==> config.mk <==
export PLATFORM = sky130hd
export DESIGN_NAME = pong_game_ctrl
export DESIGN_NICKNAME = d
export VERILOG_FILES = /design/src/rtl/pong_pkg.sv /design/src/rtl/tick_divider.sv /design/src/rtl/pong_game_ctrl.sv
export SDC_FILE = /design/constraint.sdc
export NUM_CORES = 1
export LEC_CHECK = 0
export CAP_MARGIN = 25
export CORE_AREA = 2 2 93 86
export CTS_CLUSTER_SIZE = 20
export DETAILED_ROUTE_END_ITERATION = 8
export DIE_AREA = 0 0 95 88
export REMOVE_ABC_BUFFERS = 1
export SLEW_MARGIN = 20
export SYNTH_ARGS = -nofsm -noshare
export SYNTH_HDL_FRONTEND = slang
export SYNTH_SLANG_ARGS = --single-unit
export TNS_END_PERCENT = 100
==> constraint.sdc <==
create_clock -name clk -period 2.9 [get_ports clk]
set_clock_uncertainty 0.1 [all_clocks]
set_input_delay 0.435 -clock clk [delete_from_list [all_inputs] [get_ports clk]]
set_output_delay 0.435 -clock clk [all_outputs]
set_load 0.05 [all_outputs]
==> src/rtl/pong_pkg.sv <==
// Shared types and constants for the Pong match controller, paddles and ball.
package pong_pkg;

    localparam int unsigned SCORE_W     = 4;
    localparam int unsigned FRAME_CNT_W = 8;

    localparam logic SERVE_LEFT  = 1'b0;
    localparam logic SERVE_RIGHT = 1'b1;

    typedef enum logic [2:0] {
        IDLE  = 3'd0,
        SERVE = 3'd1,
        PLAY  = 3'd2,
        PAUSE = 3'd3,
        POINT = 3'd4,
        OVER  = 3'd5
    } game_state_e;

    // States in which the paddle dividers advance
    function automatic logic is_active(input game_state_e s);
        return (s == SERVE) || (s == PLAY);
    endfunction

endpackage

==> src/rtl/tick_divider.sv <==
// Divides frame ticks by DIV; emits a registered one-cycle pulse after each wrap.
module tick_divider
    import pong_pkg::*;
#(
    parameter int unsigned DIV = 1,
    parameter int unsigned W   = 4
) (
    input  logic clk,
    input  logic reset,
    input  logic clear,
    input  logic run,
    input  logic tick,
    output logic pulse
);

    logic [W-1:0] count;

    always_ff @(posedge clk) begin
        if (reset || clear) begin
            count <= '0;
            pulse <= 1'b0;
        end else begin
            pulse <= 1'b0;
            if (run && tick) begin
                if (count == W'(DIV - 1)) begin
                    count <= '0;
                    pulse <= 1'b1;
                end else begin
                    count <= count + W'(1);
                end
            end
        end
    end

endmodule

==> src/rtl/pong_game_ctrl.sv <==
// Pong match sequencer: serve/play/pause/point/over flow, scoring and paddle move enables.
module pong_game_ctrl
    import pong_pkg::*;
#(
    parameter int unsigned WIN_SCORE    = 7,
    parameter int unsigned SERVE_FRAMES = 60,
    parameter int unsigned POINT_FRAMES = 90,
    parameter int unsigned PLAYER_DIV   = 1,
    parameter int unsigned AI_DIV       = 2
) (
    input  logic                clk,
    input  logic                reset,
    input  logic                frame_tick,
    input  logic                start_btn,
    input  logic                pause_btn,
    input  logic                miss_left,
    input  logic                miss_right,
    output logic                ball_en,
    output logic                ball_reset,
    output logic                serve_dir,
    output logic                player_move_en,
    output logic                ai_move_en,
    output logic [SCORE_W-1:0]  score_player,
    output logic [SCORE_W-1:0]  score_ai,
    output logic                game_over,
    output logic                winner,
    output logic [2:0]          state
);

    localparam logic [SCORE_W-1:0]     WIN_S   = SCORE_W'(WIN_SCORE);
    localparam logic [FRAME_CNT_W-1:0] SERVE_N = FRAME_CNT_W'(SERVE_FRAMES);
    localparam logic [FRAME_CNT_W-1:0] POINT_N = FRAME_CNT_W'(POINT_FRAMES);
    localparam logic [FRAME_CNT_W-1:0] CNT_ONE = FRAME_CNT_W'(1);

    game_state_e              state_q, state_d;
    logic [FRAME_CNT_W-1:0]   frame_cnt_q, frame_cnt_d;
    logic [SCORE_W-1:0]       score_player_d, score_ai_d;
    logic [SCORE_W-1:0]       player_inc, ai_inc;
    logic                     serve_dir_d, winner_d;
    logic                     start_prev, pause_prev;
    logic                     start_edge, pause_edge;
    logic                     div_clear, div_run;

    assign start_edge = start_btn & ~start_prev;
    assign pause_edge = pause_btn & ~pause_prev;
    assign state      = state_q;

    // State and registered outputs; status levels follow the next state so they align with it
    always_ff @(posedge clk) begin
        if (reset) begin
            state_q      <= IDLE;
            frame_cnt_q  <= '0;
            score_player <= '0;
            score_ai     <= '0;
            serve_dir    <= SERVE_LEFT;
            winner       <= 1'b0;
            game_over    <= 1'b0;
            ball_en      <= 1'b0;
            ball_reset   <= 1'b1;
            start_prev   <= 1'b1;
            pause_prev   <= 1'b1;
        end else begin
            state_q      <= state_d;
            frame_cnt_q  <= frame_cnt_d;
            score_player <= score_player_d;
            score_ai     <= score_ai_d;
            serve_dir    <= serve_dir_d;
            winner       <= winner_d;
            game_over    <= (state_d == OVER);
            ball_en      <= (state_d == PLAY);
            ball_reset   <= !((state_d == PLAY) || (state_d == PAUSE));
            start_prev   <= start_btn;
            pause_prev   <= pause_btn;
        end
    end

    always_comb begin
        state_d        = state_q;
        frame_cnt_d    = frame_cnt_q;
        score_player_d = score_player;
        score_ai_d     = score_ai;
        serve_dir_d    = serve_dir;
        winner_d       = winner;
        div_clear      = 1'b0;
        player_inc     = score_player + SCORE_W'(1);
        ai_inc         = score_ai + SCORE_W'(1);

        case (state_q)
            IDLE: begin
                if (start_edge) begin
                    state_d     = SERVE;
                    frame_cnt_d = SERVE_N;
                    div_clear   = 1'b1;
                end
            end
            SERVE: begin
                if (frame_tick) begin
                    frame_cnt_d = frame_cnt_q - CNT_ONE;
                    if (frame_cnt_q == CNT_ONE) state_d = PLAY;
                end
            end
            PLAY: begin
                // A simultaneous double miss is a replay: no score, direction kept
                if (miss_left && miss_right) begin
                    state_d     = POINT;
                    frame_cnt_d = POINT_N;
                end else if (miss_right) begin
                    score_player_d = player_inc;
                    serve_dir_d    = SERVE_RIGHT;
                    frame_cnt_d    = POINT_N;
                    if (player_inc == WIN_S) begin
                        state_d  = OVER;
                        winner_d = 1'b0;
                    end else begin
                        state_d  = POINT;
                    end
                end else if (miss_left) begin
                    score_ai_d  = ai_inc;
                    serve_dir_d = SERVE_LEFT;
                    frame_cnt_d = POINT_N;
                    if (ai_inc == WIN_S) begin
                        state_d  = OVER;
                        winner_d = 1'b1;
                    end else begin
                        state_d  = POINT;
                    end
                end else if (pause_edge) begin
                    state_d = PAUSE;
                end
            end
            PAUSE: begin
                if (pause_edge) state_d = PLAY;
            end
            POINT: begin
                if (frame_tick) begin
                    if (frame_cnt_q == CNT_ONE) begin
                        state_d     = SERVE;
                        frame_cnt_d = SERVE_N;
                        div_clear   = 1'b1;
                    end else begin
                        frame_cnt_d = frame_cnt_q - CNT_ONE;
                    end
                end
            end
            OVER: begin
                if (start_edge) begin
                    state_d        = SERVE;
                    frame_cnt_d    = SERVE_N;
                    score_player_d = '0;
                    score_ai_d     = '0;
                    serve_dir_d    = SERVE_LEFT;
                    winner_d       = 1'b0;
                    div_clear      = 1'b1;
                end
            end
            default: begin
                state_d = IDLE;
            end
        endcase

        // Ticks only advance the paddles while staying within serve/play
        div_run = is_active(state_q) && is_active(state_d);
    end

    tick_divider #(
        .DIV (PLAYER_DIV),
        .W   (4)
    ) u_player_div (
        .clk   (clk),
        .reset (reset),
        .clear (div_clear),
        .run   (div_run),
        .tick  (frame_tick),
        .pulse (player_move_en)
    );

    tick_divider #(
        .DIV (AI_DIV),
        .W   (4)
    ) u_ai_div (
        .clk   (clk),
        .reset (reset),
        .clear (div_clear),
        .run   (div_run),
        .tick  (frame_tick),
        .pulse (ai_move_en)
    );

endmodule

==> load_flow_metrics.sql, run 1 <==
INSERT INTO impl_metrics (metric_group, metric, value, unit) VALUES
('critical_path', 'setup.worst_path.end_class', 'output port', ''),
('placement', 'detail_placement_hpwl', '3.68', 'mm'),
('logic_synthesis', 'synth-seq-area-share', '33.2', '%'),
('timing', 'grt_setup_unrepaired', 'no', ''),
('logic_synthesis', 'netlist-cell-type-count', '54', ''),
('grt', 'grt_first_pass_wirelength', '8.85', 'mm'),
('critical_path', 'worst-path-buf-inv', '1', ''),
('critical_path', 'worst-setup-path-type', 'register to output port', ''),
('floorplanning', 'die_area', '8360', 'sq um'),
('critical_path', 'worst-r2r-cell-count', '7', ''),
('drt', 'route.antenna.remaining_nets', '0', ''),
('clock_tree', 'count_of_h_tree_levels_built_during_cts', '2', ''),
('floorplanning', 'ios', '25', ''),
('timing', 'timing.final.crit_share', '85.8', '%'),
('logic_synthesis', 'netlist.top_cell.by_area', 'sky130_fd_sc_hd__dfxtp_1', ''),
('cells_and_area', 'antenna_diodes', '0', ''),
('grt', 'global_route_total_overflow', '0', ''),
('critical_path', 'critPathLaunch', 'state[0]', ''),
('placement', 'gp_congestion', '0.781', ''),
('critical_path', 'timing.critical_path.slowest_cell_delay', '930', 'ps'),
('clock_tree', 'cts_tree', 'built', ''),
('drt', 'postRouteWirelength', '4.98', 'mm'),
('drt', 'routed_via_density', '4.99', ''),
('critical_path', 'critical_path.reg2reg.endpoint', 'u_ai_div.count[0]', ''),
('logic_synthesis', 'ys_top_cells_by_area', 'sky130_fd_sc_hd__dfxtp_1 33%, sky130_fd_sc_hd__nor2_1 5.2%, sky130_fd_sc_hd__mux2i_1 5.1%', ''),
('timing', 'timing.final.setup_violations', '0', ''),
('critical_path', 'critical_path.startpoint_type', 'register', ''),
('worst_hold_path', 'worstHoldPathType', 'register to register', ''),
('outcome', 'status', 'finished clean', ''),
('critical_path', 'critPathTopFamily', 'buffers and inverters', ''),
('drt', 'vias', '1927', ''),
('timing', 'min_period', '2490', 'ps'),
('clock_tree', 'worstSkewPairLatency', '290', 'ps'),
('critical_path', 'reg2reg_setup_slack', '550', 'ps'),
('logic_synthesis', 'synthesis.area_per_instance', '8.21', 'sq um'),
('floorplanning', 'initial_utilization', '29.3', '%'),
('timing', 'relSlewSlack', '45.0', '%'),
('grt', 'grt_pass1_vias', '1903', ''),
('timing', 'maxSlewViolCount', '0', ''),
('logic_synthesis', 'synth_top_area_share', '33.2', '%'),
('grt', 'antenna_found_initial', '0', ''),
('cells_and_area', 'final_layout_size_suffix_gt1_share', '9.66', '%'),
('cells_and_area', 'syn_to_final_growth', '21.5', '%'),
('grt', 'pin_count_of_the_biggest_net_entering_global_routing', '27', ''),
('timing', 'worst_pin_slew', '822', 'ps'),
('clock_tree', 'clock_tree.root_cell', 'sky130_fd_sc_hd__clkbuf_8', ''),
('drt', 'routed_wire_length_per_instance', '12.9', 'um'),
('logic_synthesis', 'yosys_register_bits', '36', ''),
('clock_tree', 'holdBufCountCts', '0', ''),
('clock_tree', 'post-cts-setup-buffers', '0', ''),
('critical_path', 'timing.critical_path.slowest_stage_cell', 'sky130_fd_sc_hd__clkdlybuf4s50_1', ''),
('drt', 'drt_iter0_drc', '77', ''),
('cells_and_area', 'fin_nets', '304', ''),
('clock_tree', 'clkTransAtPathRegs', '80', 'ps'),
('critical_path', 'critical_path_arrival', '1950', 'ps'),
('clock_tree', 'clock_sink_count', '36', ''),
('grt', 'track_usage', '13.3', '%'),
('drt', 'first_pass_iters', '4', ''),
('timing', 'finalSetupTns', '0', 'ps'),
('timing', 'max_freq', '402', 'MHz'),
('power_and_ir_drop', 'cellPowerDensity', '412', 'nW/um^2'),
('floorplanning', 'floorplan.die.width', '95', 'um'),
('drt', 'drc', '0', ''),
('critical_path', 'setup.worst_path.end', 'state[0]', ''),
('critical_path', 'worst_ep_required_time', '2370', 'ps'),
('critical_path', 'timing.critical_path.fanout_max', '19', ''),
('floorplanning', 'num_rows', '30', ''),
('job', 'cap_viol_max_count', '0', ''),
('floorplanning', 'chipHeight', '88', 'um'),
('timing', 'timing_hold_violations_final', '0', ''),
('floorplanning', 'design.core.area', '7390', 'sq um');
## cell type report
type	count	area, sq um	area share [%]
Clock buffer	5	68.8	2.61
Clock inverter	3	42.5	1.61
Inverter	13	48.8	1.85
Multi-Input combinational cell	203	1350	51.2
Sequential cell	36	721	27.4
Tap cell	96	120	4.56
Timing Repair Buffer	30	285	10.8
## layer usage
metal | vias up | part of all wire (%) | global-route usage (%)
met5 | - | 0 | 0
met4 | 0 | 1.0 | 4.22
met3 | 4 | 4.2 | 3.70
met2 | 34 | 44 | 21.1
met1 | 889 | 51 | 17.4
li1 | 1000 | - | -
## kinds of logic (layout without fill, tap and decap cells)
| kind of cell | after synthesis | after routing | share of synthesized area (%) |
|---|---|---|---|
| compound gates | 68 | 68 | 21.1 |
| xor+xnor | 4 | 4 | 1.62 |
| fa+ha+maj | 8 | 8 | 4.62 |
| buf+inv | 25 | 51 | 4.56 |
| flops | 36 | 36 | 33.2 |
| mux | 11 | 11 | 5.08 |
| simple gates | 112 | 112 | 29.8 |
## Yosys cell counts (all sizes together) (6+ instances only)
cell    count
nor3        9
nor2b       6
or3         7
nor2       30
a21oi      20
inv        13
dfxtp      36
o21ai      13
nand2      24
mux2i      11
ha          8
clkbuf      7
nand2b      7
## flip-flops by register name, indices dropped and copies added (netlist names)
register and flops:
score_ai 4, start_prev 1, winner 1, u_player_div.count 4, score_player 4, u_player_div.pulse 1
state 3, ball_reset 1, game_over 1, pause_prev 1, serve_dir 1, u_ai_div.pulse 1
ball_en 1, frame_cnt_q 8, u_ai_div.count 4
## power by group
group          leakage [nW]  internal [mW]  switching, mW
combinational         0.639         0.0491         0.0692
clock                0.0541          0.255          0.192
sequential            0.292          0.503         0.0161
## worst min path at each step
stage	start	endpoint	slack, ps	cells past startpoint
finish	u_ai_div.count[3]	u_ai_div.count[3]	390	2
global route	u_ai_div.count[3]	u_ai_div.count[3]	410	2
CTS	u_ai_div.count[3]	u_ai_div.count[3]	390	2
detailed placement	u_ai_div.count[3]	u_ai_div.count[3]	380	2
global placement	u_ai_div.count[3]	u_ai_div.count[3]	370	2
floorplan	u_ai_div.count[3]	u_ai_div.count[3]	350	2
## placed cells by master, fill, tap and decap left out, types with 3 or more instances in the layout
cell type / instances
sky130_fd_sc_hd__a211oi_1: 5
sky130_fd_sc_hd__a21oi_1: 18
sky130_fd_sc_hd__a22oi_1: 3
sky130_fd_sc_hd__a31oi_1: 5
sky130_fd_sc_hd__buf_4: 6
sky130_fd_sc_hd__clkbuf_8: 5
sky130_fd_sc_hd__clkdlybuf4s50_1: 24
sky130_fd_sc_hd__dfxtp_1: 36
sky130_fd_sc_hd__ha_1: 8
sky130_fd_sc_hd__inv_1: 13
sky130_fd_sc_hd__mux2i_1: 11
sky130_fd_sc_hd__nand2_1: 24
sky130_fd_sc_hd__nand2b_1: 7
sky130_fd_sc_hd__nand3_1: 4
sky130_fd_sc_hd__nand3b_1: 4
sky130_fd_sc_hd__nor2_1: 30
sky130_fd_sc_hd__nor2b_1: 6
sky130_fd_sc_hd__nor3_1: 9
sky130_fd_sc_hd__nor4b_4: 3
sky130_fd_sc_hd__o211ai_1: 3
sky130_fd_sc_hd__o21ai_0: 10
sky130_fd_sc_hd__o22ai_1: 3
sky130_fd_sc_hd__or2_2: 3
sky130_fd_sc_hd__or3_1: 7
sky130_fd_sc_hd__xnor2_1: 3
## metrics by stage
step	area [sq um]	hold slack [ps]	power, mW	setup WS, ps	instances
after floorplan	2120	347	0.605	330	252
after global placement	2520	368	0.647	258	378
after detailed placement	2520	377	0.649	248	378
after CTS	2640	390	1.10	395	386
after global routing	2640	409	1.14	225	386
final	2640	388	1.08	411	386
Note: power is estimated with default switching activity, not from simulation.
==> run 2, diff against run 1 <==
--- a/config.mk
+++ b/config.mk
@@ -10,6 +10,7 @@
 export CTS_CLUSTER_SIZE = 20
 export DETAILED_ROUTE_END_ITERATION = 8
 export DIE_AREA = 0 0 95 88
+export HOLD_SLACK_MARGIN = 0.03
 export REMOVE_ABC_BUFFERS = 1
 export SLEW_MARGIN = 20
 export SYNTH_ARGS = -nofsm -noshare
==> results of run 2 <==
Same layout as run 1: the final DEF is identical, and so are final timing and power.
==> run 3, diff against run 2 <==
--- a/config.mk
+++ b/config.mk
@@ -7,13 +7,14 @@
 export LEC_CHECK = 0
 export CAP_MARGIN = 25
 export CORE_AREA = 2 2 93 86
+export CTS_CLUSTER_DIAMETER = 200
 export CTS_CLUSTER_SIZE = 20
 export DETAILED_ROUTE_END_ITERATION = 8
 export DIE_AREA = 0 0 95 88
 export HOLD_SLACK_MARGIN = 0.03
+export MAX_ROUTING_LAYER = met4
 export REMOVE_ABC_BUFFERS = 1
 export SLEW_MARGIN = 20
 export SYNTH_ARGS = -nofsm -noshare
 export SYNTH_HDL_FRONTEND = slang
 export SYNTH_SLANG_ARGS = --single-unit
-export TNS_END_PERCENT = 100
==> load_flow_metrics.sql, run 3 (synthesis gave the netlist of run 1 again) <==
INSERT INTO impl_metrics (metric_group, metric, value, unit) VALUES
('grt', 'antenna_found_initial', '0', ''),
('critical_path', 'worst-path-buf-inv', '1', ''),
('timing', 'relSlewSlack', '45.1', '%'),
('drt', 'postRouteWirelength', '4.99', 'mm'),
('floorplanning', 'floorplan.die.width', '95', 'um'),
('power_and_ir_drop', 'switching_fraction', '25.6', '%'),
('timing', 'finalSetupTns', '0', 'ps'),
('drt', 'vias', '1932', ''),
('cells_and_area', 'multiInputGateArea', '1350', 'sq um'),
('cells_and_area', 'top_register', 'frame_cnt_q', ''),
('critical_path', 'crit_chain', 'clkdlybuf4s50_1', ''),
('timing', 'maxSlewViolCount', '0', ''),
('critical_path', 'timing.critical_path.fanout_max', '19', ''),
('placement', 'gp_congestion', '0.792', ''),
('timing', 'timing_hold_violations_final', '0', ''),
('grt', 'pin_count_of_the_biggest_net_entering_global_routing', '27', ''),
('drt', 'drc', '0', ''),
('drt', 'drt_iter0_drc', '55', ''),
('timing', 'worst_pin_slew', '820', 'ps'),
('cells_and_area', 'layout_commonest_cell', 'sky130_fd_sc_hd__dfxtp_1', ''),
('power_and_ir_drop', 'finalPower', '1.08', 'mW'),
('timing', 'grt_setup_unrepaired', 'no', ''),
('grt', 'grt_pass1_vias', '1900', ''),
('clock_tree', 'post_cts_resize_count', '0', ''),
('power_and_ir_drop', 'power_frac_comb', '10.9', '%'),
('clock_tree', 'clock_sink_count', '36', ''),
('clock_tree', 'cts_buffers', '5', ''),
('placement', 'detail_placement_hpwl', '3.68', 'mm'),
('cells_and_area', 'fin_nets', '304', ''),
('cells_and_area', 'post-route-util', '35.6', '%'),
('cells_and_area', 'antenna_diodes', '0', ''),
('critical_path', 'worst_ep_required_time', '2370', 'ps'),
('drt', 'first_pass_iters', '4', ''),
('critical_path', 'worst-setup-path-type', 'register to output port', ''),
('critical_path', 'critical_path_arrival', '1950', 'ps'),
('cells_and_area', 'syn_to_final_growth', '21.5', '%'),
('floorplanning', 'initial_utilization', '29.3', '%'),
('clock_tree', 'clkTransAtPathRegs', '80', 'ps'),
('clock_tree', 'cts_tree', 'built', ''),
('drt', 'routed_wire_length_per_instance', '12.9', 'um'),
('clock_tree', 'clock_tree.root_cell', 'sky130_fd_sc_hd__clkbuf_8', ''),
('critical_path', 'timing.critical_path.slowest_cell_delay', '930', 'ps'),
('power_and_ir_drop', 'cellPowerDensity', '412', 'nW/um^2'),
('outcome', 'status', 'finished clean', ''),
('cells_and_area', 'num-fill-cells', '782', ''),
('critical_path', 'setup.worst_path.end_class', 'output port', ''),
('grt', 'global_route_total_overflow', '0', ''),
('power_and_ir_drop', 'max-vdd-ir-drop', '0.171', 'mV'),
('clock_tree', 'holdBufCountCts', '0', ''),
('clock_tree', 'count_of_h_tree_levels_built_during_cts', '2', ''),
('job', 'cap_viol_max_count', '0', ''),
('power_and_ir_drop', 'pwr-share-clk', '41.2', '%'),
('floorplanning', 'ios', '25', ''),
('floorplanning', 'num_rows', '30', ''),
('timing', 'max_freq', '402', 'MHz'),
('power_and_ir_drop', 'p_int', '0.807', 'mW'),
('floorplanning', 'chipHeight', '88', 'um'),
('cells_and_area', 'final_cell_mix', '36 x sky130_fd_sc_hd__dfxtp_1, 30 x sky130_fd_sc_hd__nor2_1, 24 x sky130_fd_sc_hd__nand2_1, 24 x sky130_fd_sc_hd__clkdlybuf4s50_1, 18 x sky130_fd_sc_hd__a21oi_1', ''),
('critical_path', 'critPathTopFamily', 'buffers and inverters', ''),
('critical_path', 'critical_path.startpoint_type', 'register', ''),
('timing', 'finalHoldWorstSlack', '388', 'ps'),
('drt', 'routed_via_density', '5.01', ''),
('timing', 'timing.final.setup_violations', '0', ''),
('power_and_ir_drop', 'p_leak', '0.985', 'nW'),
('floorplanning', 'design.core.area', '7390', 'sq um'),
('power_and_ir_drop', 'net-switching-power', '0.278', 'mW'),
('grt', 'track_usage', '13.7', '%'),
('power_and_ir_drop', 'sequentialPowerShare', '47.9', '%'),
('clock_tree', 'post-cts-setup-buffers', '0', ''),
('grt', 'grt_first_pass_wirelength', '8.87', 'mm'),
('floorplanning', 'die_area', '8360', 'sq um'),
('timing', 'min_period', '2490', 'ps'),
('drt', 'route.antenna.remaining_nets', '0', ''),
('clock_tree', 'clock_path_buffers', '2', ''),
('placement', 'placement.io_buffers', '24', ''),
('cells_and_area', 'final_layout_size_suffix_gt1_share', '9.66', '%'),
('timing', 'timing.final.crit_share', '85.8', '%'),
('cells_and_area', 'largest_register_ffs', '8', ''),
('worst_hold_path', 'worstHoldPathType', 'register to register', ''),
('clock_tree', 'worstSkewPairLatency', '290', 'ps'),
('critical_path', 'timing.critical_path.slowest_stage_cell', 'sky130_fd_sc_hd__clkdlybuf4s50_1', ''),
('cells_and_area', 'final-seq-area', '721', 'sq um');
==> run 3: cell counts in the layout (fill, tap and decap cells not counted) <==
No cell type changed its count.
==> run 3: cell type report <==
cell class / instances / area share [%]
Timing Repair Buffer: 30 / 10.8
Multi-Input combinational cell: 203 / 51.2
Clock inverter: 3 / 1.61
Inverter: 13 / 1.85
Clock buffer: 5 / 2.61
Tap cell: 96 / 4.56
Sequential cell: 36 / 27.4
==> run 3: per-layer routing <==
layer | wire length (um) | GRT usage, %
met1 | 2560 | 17.7
met2 | 2200 | 21.1
met3 | 173 | 3.53
met4 | 48 | 4.22
met5 | 0 | -
==> run 3: power by group through the flow <==
stage                     Clock, mW  Combinational [mW]  Sequential [mW]
after floorplan                   0              0.0747            0.531
after global placement            0               0.117            0.530
after detailed placement          0               0.119            0.530
after CTS                     0.459               0.119            0.519
after global routing          0.489               0.134            0.521
final                         0.447               0.118            0.519
==> run 3: final timing paths <==
kind                      from           endpoint  slack [ps]  cells past startpoint
max                   state[0]           state[0]         410                      1
min          u_ai_div.count[3]  u_ai_div.count[3]         390                      2
max reg2reg           state[0]  u_ai_div.count[0]         550                      7
min reg2reg  u_ai_div.count[3]  u_ai_div.count[3]         390                      2
==> run 3: metrics by stage <==
step                setup WS (ps)  cell area, sq um  cells
floorplan                     330              2120    252
global placement              258              2520    378
detailed placement            248              2520    378
CTS                           395              2640    386
global route                  227              2640    386
finish                        411              2640    386
